[src/rtl/alu_regbank.sv]
// alu_regbank: host register bank queueing ALU operations from NUM_CH channels onto one shared ALU.
// Optional feature macro: ALU_REGBANK_IRQ_EN (adds irq output and per-channel ie storage).
module alu_regbank #(
    parameter int unsigned DATA_WIDTH = 8,
    parameter int unsigned NUM_CH     = 4,
    parameter int unsigned ADDR_WIDTH = 5
) (
    input  logic                  clk,
    input  logic                  reset,
    input  logic                  enable,
    input  logic                  rd_wr,
    input  logic [ADDR_WIDTH-1:0] addr,
    input  logic [DATA_WIDTH-1:0] wr_data,
    output logic [DATA_WIDTH-1:0] rd_data,
    output logic [DATA_WIDTH-1:0] A,
    output logic [DATA_WIDTH-1:0] B,
    output logic [2:0]            oper,
    output logic                  exec,
    input  logic                  alu_done,
    input  logic [DATA_WIDTH-1:0] alu_result
`ifdef ALU_REGBANK_IRQ_EN
    ,
    output logic                  irq
`endif
);

    localparam int unsigned CH_W  = (NUM_CH > 1) ? $clog2(NUM_CH) : 1;
    localparam int unsigned IDX_W = ADDR_WIDTH - 2;

    localparam logic [1:0] REG_A    = 2'd0;
    localparam logic [1:0] REG_B    = 2'd1;
    localparam logic [1:0] REG_CTRL = 2'd2;
    localparam logic [1:0] REG_RES  = 2'd3;

    typedef enum logic [1:0] {
        ST_IDLE = 2'd0,
        ST_PEND = 2'd1,
        ST_RUN  = 2'd2
    } ch_state_e;

    ch_state_e             r_state  [NUM_CH];
    logic [DATA_WIDTH-1:0] r_a      [NUM_CH];
    logic [DATA_WIDTH-1:0] r_b      [NUM_CH];
    logic [DATA_WIDTH-1:0] r_result [NUM_CH];
    logic [2:0]            r_oper   [NUM_CH];
    logic [NUM_CH-1:0]     r_done;
    logic [NUM_CH-1:0]     r_err;
    logic [CH_W-1:0]       r_rr;

    logic [DATA_WIDTH-1:0] r_rd_data;
    logic [DATA_WIDTH-1:0] r_a_out;
    logic [DATA_WIDTH-1:0] r_b_out;
    logic [2:0]            r_oper_out;
    logic                  r_exec;

    logic [IDX_W-1:0]      w_idx;
    logic [1:0]            w_reg;
    logic                  w_hit;
    logic [CH_W-1:0]       w_ch;
    logic [NUM_CH-1:0]     w_pend;
    logic [NUM_CH-1:0]     w_busy;
    logic                  w_any_run;
    logic                  w_grant_vld;
    logic                  w_grant;
    logic [CH_W-1:0]       w_grant_ch;
    int unsigned           w_rr_idx;
    logic [NUM_CH-1:0]     w_ie;
    logic [DATA_WIDTH-1:0] w_rd_val;

    assign w_idx = addr[ADDR_WIDTH-1:2];
    assign w_reg = addr[1:0];
    assign w_hit = 32'(w_idx) < NUM_CH;
    assign w_ch  = CH_W'(w_idx);

`ifdef ALU_REGBANK_IRQ_EN
    logic [NUM_CH-1:0] r_ie;
    logic              r_irq;

    assign w_ie = r_ie;
    assign irq  = r_irq;

    // Interrupt enable storage and registered interrupt line.
    always_ff @(posedge clk or negedge reset) begin
        if (!reset) begin
            r_ie  <= '0;
            r_irq <= 1'b0;
        end else begin
            r_irq <= |(r_done & r_ie);
            if (enable && !rd_wr && w_hit && (w_reg == REG_CTRL)
                && !(wr_data[3] && w_busy[w_ch])) begin
                r_ie[w_ch] <= wr_data[7];
            end
        end
    end
`else
    assign w_ie = '0;
`endif

    // Per-channel occupancy summary.
    always_comb begin
        w_pend    = '0;
        w_busy    = '0;
        w_any_run = 1'b0;
        for (int i = 0; i < NUM_CH; i++) begin
            w_pend[i] = (r_state[i] == ST_PEND);
            w_busy[i] = (r_state[i] != ST_IDLE);
            if (r_state[i] == ST_RUN) begin
                w_any_run = 1'b1;
            end
        end
    end

    // Round-robin search over pending channels, starting at r_rr.
    always_comb begin
        w_grant_vld = 1'b0;
        w_grant_ch  = '0;
        w_rr_idx    = 0;
        for (int unsigned i = 0; i < NUM_CH; i++) begin
            w_rr_idx = 32'(r_rr) + i;
            if (w_rr_idx >= NUM_CH) begin
                w_rr_idx = w_rr_idx - NUM_CH;
            end
            if (!w_grant_vld && w_pend[CH_W'(w_rr_idx)]) begin
                w_grant_vld = 1'b1;
                w_grant_ch  = CH_W'(w_rr_idx);
            end
        end
    end

    assign w_grant = w_grant_vld && !w_any_run;

    // Host read mux; unmapped channels read as zero.
    always_comb begin
        w_rd_val = '0;
        if (w_hit) begin
            case (w_reg)
                REG_A:    w_rd_val = r_a[w_ch];
                REG_B:    w_rd_val = r_b[w_ch];
                REG_CTRL: w_rd_val = DATA_WIDTH'({w_ie[w_ch], r_err[w_ch], r_done[w_ch],
                                                  w_busy[w_ch], 1'b0, r_oper[w_ch]});
                REG_RES:  w_rd_val = r_result[w_ch];
            endcase
        end
    end

    // Channel registers and state; alu_done is applied after host access so a done-set wins.
    always_ff @(posedge clk or negedge reset) begin
        if (!reset) begin
            for (int i = 0; i < NUM_CH; i++) begin
                r_state[i]  <= ST_IDLE;
                r_a[i]      <= '0;
                r_b[i]      <= '0;
                r_result[i] <= '0;
                r_oper[i]   <= '0;
            end
            r_done <= '0;
            r_err  <= '0;
            r_rr   <= '0;
        end else begin
            if (enable && w_hit) begin
                if (rd_wr) begin
                    if (w_reg == REG_CTRL) begin
                        r_done[w_ch] <= 1'b0;
                    end
                end else begin
                    case (w_reg)
                        REG_A: r_a[w_ch] <= wr_data;
                        REG_B: r_b[w_ch] <= wr_data;
                        REG_CTRL: begin
                            if (!wr_data[3]) begin
                                r_oper[w_ch] <= wr_data[2:0];
                            end else if (w_busy[w_ch]) begin
                                r_err[w_ch] <= 1'b1;
                            end else begin
                                r_oper[w_ch]  <= wr_data[2:0];
                                r_state[w_ch] <= ST_PEND;
                                r_done[w_ch]  <= 1'b0;
                                r_err[w_ch]   <= 1'b0;
                            end
                        end
                        default: ;
                    endcase
                end
            end

            for (int i = 0; i < NUM_CH; i++) begin
                if (alu_done && (r_state[i] == ST_RUN)) begin
                    r_state[i]  <= ST_IDLE;
                    r_result[i] <= alu_result;
                    r_done[i]   <= 1'b1;
                end
            end

            if (w_grant) begin
                r_state[w_grant_ch] <= ST_RUN;
                if (32'(w_grant_ch) == NUM_CH - 1) begin
                    r_rr <= '0;
                end else begin
                    r_rr <= w_grant_ch + CH_W'(1);
                end
            end
        end
    end

    // ALU operand snapshot, start pulse and host read data.
    always_ff @(posedge clk or negedge reset) begin
        if (!reset) begin
            r_rd_data  <= '0;
            r_a_out    <= '0;
            r_b_out    <= '0;
            r_oper_out <= '0;
            r_exec     <= 1'b0;
        end else begin
            r_exec <= w_grant;
            if (w_grant) begin
                r_a_out    <= r_a[w_grant_ch];
                r_b_out    <= r_b[w_grant_ch];
                r_oper_out <= r_oper[w_grant_ch];
            end
            if (enable && rd_wr) begin
                r_rd_data <= w_rd_val;
            end
        end
    end

    assign rd_data = r_rd_data;
    assign A       = r_a_out;
    assign B       = r_b_out;
    assign oper    = r_oper_out;
    assign exec    = r_exec;

endmodule

[config.mk]
export PLATFORM = sky130hd
export DESIGN_NAME = alu_regbank
export DESIGN_NICKNAME = d
export VERILOG_FILES = /design/src/rtl/alu_regbank.sv
export SDC_FILE = /design/constraint.sdc
export NUM_CORES = 1
export LEC_CHECK = 0
export ABC_AREA = 1
export ABC_CLOCK_PERIOD_IN_PS = 2900
export CAP_MARGIN = 5
export CORE_ASPECT_RATIO = 0.75
export CORE_UTILIZATION = 30
export DETAILED_ROUTE_END_ITERATION = 16
export PLACE_DENSITY = 0.56
export SYNTH_ARGS = -nofsm -noshare
export SYNTH_HDL_FRONTEND = slang
export SYNTH_SLANG_ARGS = --single-unit
[constraint.sdc]
create_clock -name clk -period 2.9 [get_ports clk]
set_input_delay 0.58 -clock clk [delete_from_list [all_inputs] [get_ports clk]]
set_output_delay 0.58 -clock clk [all_outputs]
set_load 0.02 [all_outputs]
* After elaboration in Yosys (flattened, before gate mapping)
Cells that the tools add are included.
** Storage, ports and cells
- Word-level logic and storage cells :: 218
- Memories kept :: 0
- Memory bits (read-only) :: 0
- Input port bits :: 26
- Register bits :: 154
- Bits in writable memories :: 0
- Bits in latches :: 0
- Output and inout bits :: 28
** Operators by class
- Mux-type cells :: 92
- Div/mod/pow operators :: 0
- Bitwise logic cells :: 13
- Shift-type cells :: 0
- Reduce and logical (&&, ||, !) cells :: 42
- Order comparisons :: 15
- Multiply operators :: 0
- Eq/ne operators :: 17
- Add/sub/neg operators :: 8
** Operator list (count)
- two-way mux 8 bit :: 18
- binary-select mux 8 bit (select 2 bit) :: 5
- bitwise mux 32 bit :: 2
- one-hot mux 8 bit (4 select lines) :: 1
- two-way mux 2 bit :: 15
- two-way mux 4 bit :: 7
- two-way mux 12 bit :: 2
- AND reduction 4 bit :: 6
- nonzero test 2 bit :: 12
- two-way mux 1 bit :: 21
- AND 4 bit :: 4
- binary-select mux 1 bit (select 2 bit) :: 8
- demux 8 bit (select 2 bit) :: 1
- greater-or-equal comparator 3 bit (second input constant) :: 5
- < comparator 2 x 3 -> 1 bit (second input constant) :: 5
- two-way mux 3 bit :: 5
- equality test 2 bit (second input constant) :: 7
- logical AND 1 bit :: 13
- binary-select mux 3 bit (select 2 bit) :: 2
- bitwise mux 12 bit :: 1
- != test 3 x 2 -> 1 bit (second input constant) :: 4
- NOT 4 bit :: 3
- bitwise OR 4 bit :: 3
- nonzero test 3 bit :: 4
- other kinds (18) :: 33

* Longest topological paths before layout
- Depth in word-level cells :: 22
- Gate-level depth with buffers :: 16
- Mapped depth without buffers :: 14

* Worst setup path before layout
Ideal clock, no wire load.
- Path type :: flip-flop to flip-flop
- Start :: register r_rr[0]
- End :: register r_rr[1]
- Cell stages (with the launch flop) :: 16
- Arrival :: 1816 ps
- Setup time :: 127 ps
- Setup slack :: 957 ps
- Required time :: 2773 ps
- Path buffers :: 2
- Period minus slack after synthesis :: 1943 ps
- Path through :: dfrtp_1 buf_6 clkinv_4 nand2_1 nand2_1 nand3_2 nand2_4 nor2_2 nor2_2 nand2_4 nand2_2 buf_2 inv_1 ha_1 nand2_1 o21ai_0
** On the way
- Word-level cells in the longest chain between the ends :: 16
- Elaborated cells on any way between the ends :: 41
- Those cells by class :: 8 x add/sub; 4 x order compare; 1 x eq/ne; 21 x mux; 7 x reduce/logical
** Ends and longest elaborated chain
- start: declaration :: line 48 : logic [CH_W-1:0] r_rr;
- start signal: assignment :: line 199 : r_rr <= w_grant_ch + CH_W'(1);
- parallel branches: the longest is 16 deep, another holds adder 2 x 1 -> 3 bit
Several ways; the timed one is not identified. The select of a mux whose other input is x is not followed.
A chain may end at the register's enable or synchronous reset.

* Worst setup path in the final report
- Start :: register r_rr[0]
- End :: register r_b_out[4], in the netlist B[4]
** On the way
- Word-level cells in the longest chain between the ends :: 18
- Elaborated cells on any way between the ends :: 42
- Those cells by class :: 7 x add/sub; 4 x order compare; 23 x mux; 1 x bitwise; 7 x reduce/logical
** Ends and longest elaborated chain
- parallel branches: the longest is 18 deep, another holds adder 2 x 1 -> 3 bit
- end signal: assignment :: line 217 : r_b_out <= r_b[w_grant_ch];
- end: declaration :: line 52 : logic [DATA_WIDTH-1:0] r_b_out;
Several ways; the timed one is not identified. The select of a mux whose other input is x is not followed.

==> parameters.txt <==
Parameter                              Value

Clocking
  TritonCTS clock tree ... done
  CTS Root Buffer Type ... sky130_fd_sc_hd__clkbuf_16
  Post-cts hold buffer count ... 0
  Total clock sinks ... 154
  TritonCTS Buffers ... 17
  Maximum level of the CTS H-tree ... 4
  Number of gates given a new drive strength after cts ... 0
  Setup Fix Bufs, Post-CTS ... 0
  Later-pin clock latency in the skew report ... 0.44 ns
  Maximum root-to-sink buffer count ... 2
  Clock-pin slew of the registers on the worst-case setup and hold paths ... 0.06 ns

STA
  Setup repair after global routing missed its margin ... false
  FMAX ... 405 MHz
  Post-layout minimum cycle time ... 2.47 ns
  Number of hold violations in the final report ... 0
  Slew HR ... 0.531
  Final setup violating endpoints ... 0
  Setup Total Neg Slack ... 0 ns
  Worst-Margin Slew ... 0.702 ns
  Worst setup skew after layout ... 0.00747 ns
  Worst setup margin ... 0.432 ns
  Final number of max-transition violations ... 0
  Share of the clock period used by the worst path after layout ... 0.851

GRT
  Largest net degree at the start of global routing ... 59
  Aggregate global-route resource usage ... 0.188
  Overflow after GRT ... 0
  Number of global-route vias before repair ... 6650
  Global-route wire length before repair ... 38600 µm
  Number of antenna violations at the first check in global routing ... 1

Pwr
  Switching portion of total power ... 0.438
  Peak ir drop on the vdd network ... 0.00140 V
  Sequential share of power ... 0.313
  Logic pwr share ... 0.459
  Internal ... 0.00564 W
  Switch Pwr ... 0.00439 W
  Cell Pwr Density ... 1060 nW/µm²
  Share of total power in the clock network ... 0.228
  Final Power ... 0.0100 W
  Leakage ... 4.54 nW

Finish
  Share of cells above drive strength 1 ... 0.0876
  Util after Layout ... 0.374
  Filler Cells Inserted ... 2672
  Layout area overhead ... 20.5%
  Total number of nets in the final design ... 1103

Worst setup path
  Critical Path Sink Type ... flop
  Critical path peak fanout ... 32
  Crit start category ... flop
  Critical path start-end classification ... reg -> reg
  Data arrival time of the worst path ... 2.80 ns
  Required time of the worst setup path ... 3.23 ns
  Slack of the worst reg-to-reg path ... 0.43 ns

Route
  Wire length per cell ... 17.1 µm
  Total wire length after detailed routing ... 24400 µm
  Number of nets still failing antenna checks after routing ... 0
  Via count ... 7130
  DR iter-0 viols ... 784
  Drt drc ... 0
  Vias per inst ... 5.01
  Number of optimization iterations in the first detailed-route pass ... 7

Synthesis
  Post-synthesis area per instance ... 7.76 µm²
  Dominant synthesized flop cell ... sky130_fd_sc_hd__dfrtp_1
  Count of flip-flops with a built-in enable after synthesis ... 0
  Sequential fraction of the synthesis area ... 0.490
  Most frequent cell after synthesis ... sky130_fd_sc_hd__nand2_1
  Top post-synthesis cells by count ... sky130_fd_sc_hd__nand2_1, sky130_fd_sc_hd__dfrtp_1, sky130_fd_sc_hd__inv_1, sky130_fd_sc_hd__o21ai_0, sky130_fd_sc_hd__nand3_1
  Fraction of registers with async set/reset ... 1.00
  Number of synthesis warnings ... 0
  Library cell occupying the most area in the post-synthesis netlist ... sky130_fd_sc_hd__dfrtp_1
  Number of distinct library cells after synthesis ... 36
  Number of instances in the synthesized netlist ... 1012
  Syn Std Cell Area ... 7860 µm²
  Area share of the largest cell type after synthesis ... 0.490
  Largest cells by area after synthesis ... sky130_fd_sc_hd__dfrtp_1, sky130_fd_sc_hd__nand2_1, sky130_fd_sc_hd__o21ai_0
  Net count after synthesis ... 1042
  Number of flip-flops and latches in the synthesized netlist ... 154

Floorplan
  Standard-cell rows ... 50
  Die X-Extent ... 189 µm
  Die Area ... 26800 µm²
  Die Span Y ... 142 µm
  Core footprint ... 25300 µm²
  I/O pin count ... 54
  Effective utilization at floorplan ... 0.310

Placed design
  Final Wtd Congestion ... 0.873
  Count of port buffers added during placement ... 53
  Pre-CTS setup slack ... 0.261 ns
  HPWL reported at the end of detailed placement ... 17200 µm

Status
  Outcome ... complete, no violations

Min path
  Path category of the worst min-delay check ... in -> async

Job
  Max Cap Viol ... 0
-- cell families (layout without fill, tap and decap cells) --
logic type / Yosys count / after routing / share of synthesized area
simple gates: 475 / 475 / 0.261
other cells: 0 / 1 / 0
buf+inv: 171 / 243 / 0.0919
compound gates: 208 / 208 / 0.150
fa+ha+maj: 4 / 4 / 0.00637
flops: 154 / 154 / 0.490
-- state kept, by name, indices dropped and copies added, names as in the netlist, 4 cells and up, named ones only --
register	count
r_state	8
r_oper	12
r_a	32
B	8
r_b	32
r_result	32
A	8
r_done	4
rd_data	8
-- stage by stage --
| stage | area (µm²) | hold slack [ns] | instances |
|---|---|---|---|
| floorplan | 7860 | 0.284 | 1012 |
| global placement | 8880 | 0.466 | 1392 |
| detailed placement | 8880 | 0.467 | 1392 |
| CTS | 9470 | 0.133 | 1422 |
| global route | 9470 | 0.150 | 1422 |
| finish | 9470 | 0.119 | 1423 |
-- routing by layer --
metal	GRT usage	up-vias	routed length (µm)
met4	0.0569	0	316
met5	0	-	0
li1	-	3424	-
met3	0.0515	25	1870
met2	0.250	250	9600
met1	0.290	3431	12600
-- cells in the final DEF, fill, tap and decap left out, types with 4 or more instances in the layout --
cell / n
sky130_fd_sc_hd__dfrtp_1: 154
sky130_fd_sc_hd__a22o_1: 4
sky130_fd_sc_hd__ha_1: 4
sky130_fd_sc_hd__a21oi_1: 17
sky130_fd_sc_hd__nand3_1: 87
sky130_fd_sc_hd__o31ai_1: 5
sky130_fd_sc_hd__o2111ai_1: 6
sky130_fd_sc_hd__o22ai_1: 28
sky130_fd_sc_hd__inv_1: 121
sky130_fd_sc_hd__clkdlybuf4s50_1: 52
sky130_fd_sc_hd__nand2_1: 321
sky130_fd_sc_hd__buf_4: 31
sky130_fd_sc_hd__clkbuf_16: 17
sky130_fd_sc_hd__nand3_2: 17
sky130_fd_sc_hd__o21ai_1: 11
sky130_fd_sc_hd__a41oi_1: 5
sky130_fd_sc_hd__buf_12: 4
sky130_fd_sc_hd__clkinv_4: 4
sky130_fd_sc_hd__nor2_1: 36
sky130_fd_sc_hd__a22oi_1: 7
sky130_fd_sc_hd__o21ai_0: 120
-- layout make-up --
class / instances / area, µm² / area share
Antenna cell: 1 / 2.50 / 0.000264
Multi-Input combinational cell: 687 / 3280 / 0.346
Tap cell: 338 / 423 / 0.0446
Timing Repair Buffer: 88 / 845 / 0.0892
Clock inverter: 11 / 149 / 0.0157
Inverter: 125 / 474 / 0.0501
Clock buffer: 19 / 443 / 0.0468
Sequential cell: 154 / 3850 / 0.407
-- power by group through the flow --
stage               clock (W)  combinational (W)  sequential, W
floorplan                   0            0.00298        0.00318
global route          0.00240            0.00512        0.00321
detailed placement          0            0.00457        0.00316
CTS                   0.00231            0.00459        0.00313
finish                0.00228            0.00460        0.00314
global placement            0            0.00454        0.00317
-- final timing paths --
path | from | cells past startpoint | to
hold / removal | reset | 1 | rd_data[5]
min in group clk | B[4] | 2 | B[4]
setup / recovery | r_rr[0] | 14 | B[4]
max in group asynchronous | reset | 2 | r_b[22]
hold reg to reg | B[4] | 2 | B[4]
setup reg to reg | r_rr[0] | 14 | B[4]
-- critical path, cell delays in order (launching register included) --
cell                       delay, ns
sky130_fd_sc_hd__dfrtp_1        0.59
sky130_fd_sc_hd__clkinv_4       0.16
sky130_fd_sc_hd__nand3_1        0.15
sky130_fd_sc_hd__nand3_2        0.11
sky130_fd_sc_hd__nand2_4        0.10
sky130_fd_sc_hd__nor2_2         0.05
sky130_fd_sc_hd__nor2_2         0.12
sky130_fd_sc_hd__nand2_4        0.08
sky130_fd_sc_hd__nand2_2        0.24
sky130_fd_sc_hd__buf_12         0.23
sky130_fd_sc_hd__nand2_1        0.07
sky130_fd_sc_hd__nand3_1        0.08
sky130_fd_sc_hd__nand2_1        0.19
sky130_fd_sc_hd__nand2_1        0.12
sky130_fd_sc_hd__nand2_1        0.05
(Power assumes the default switching activity.)
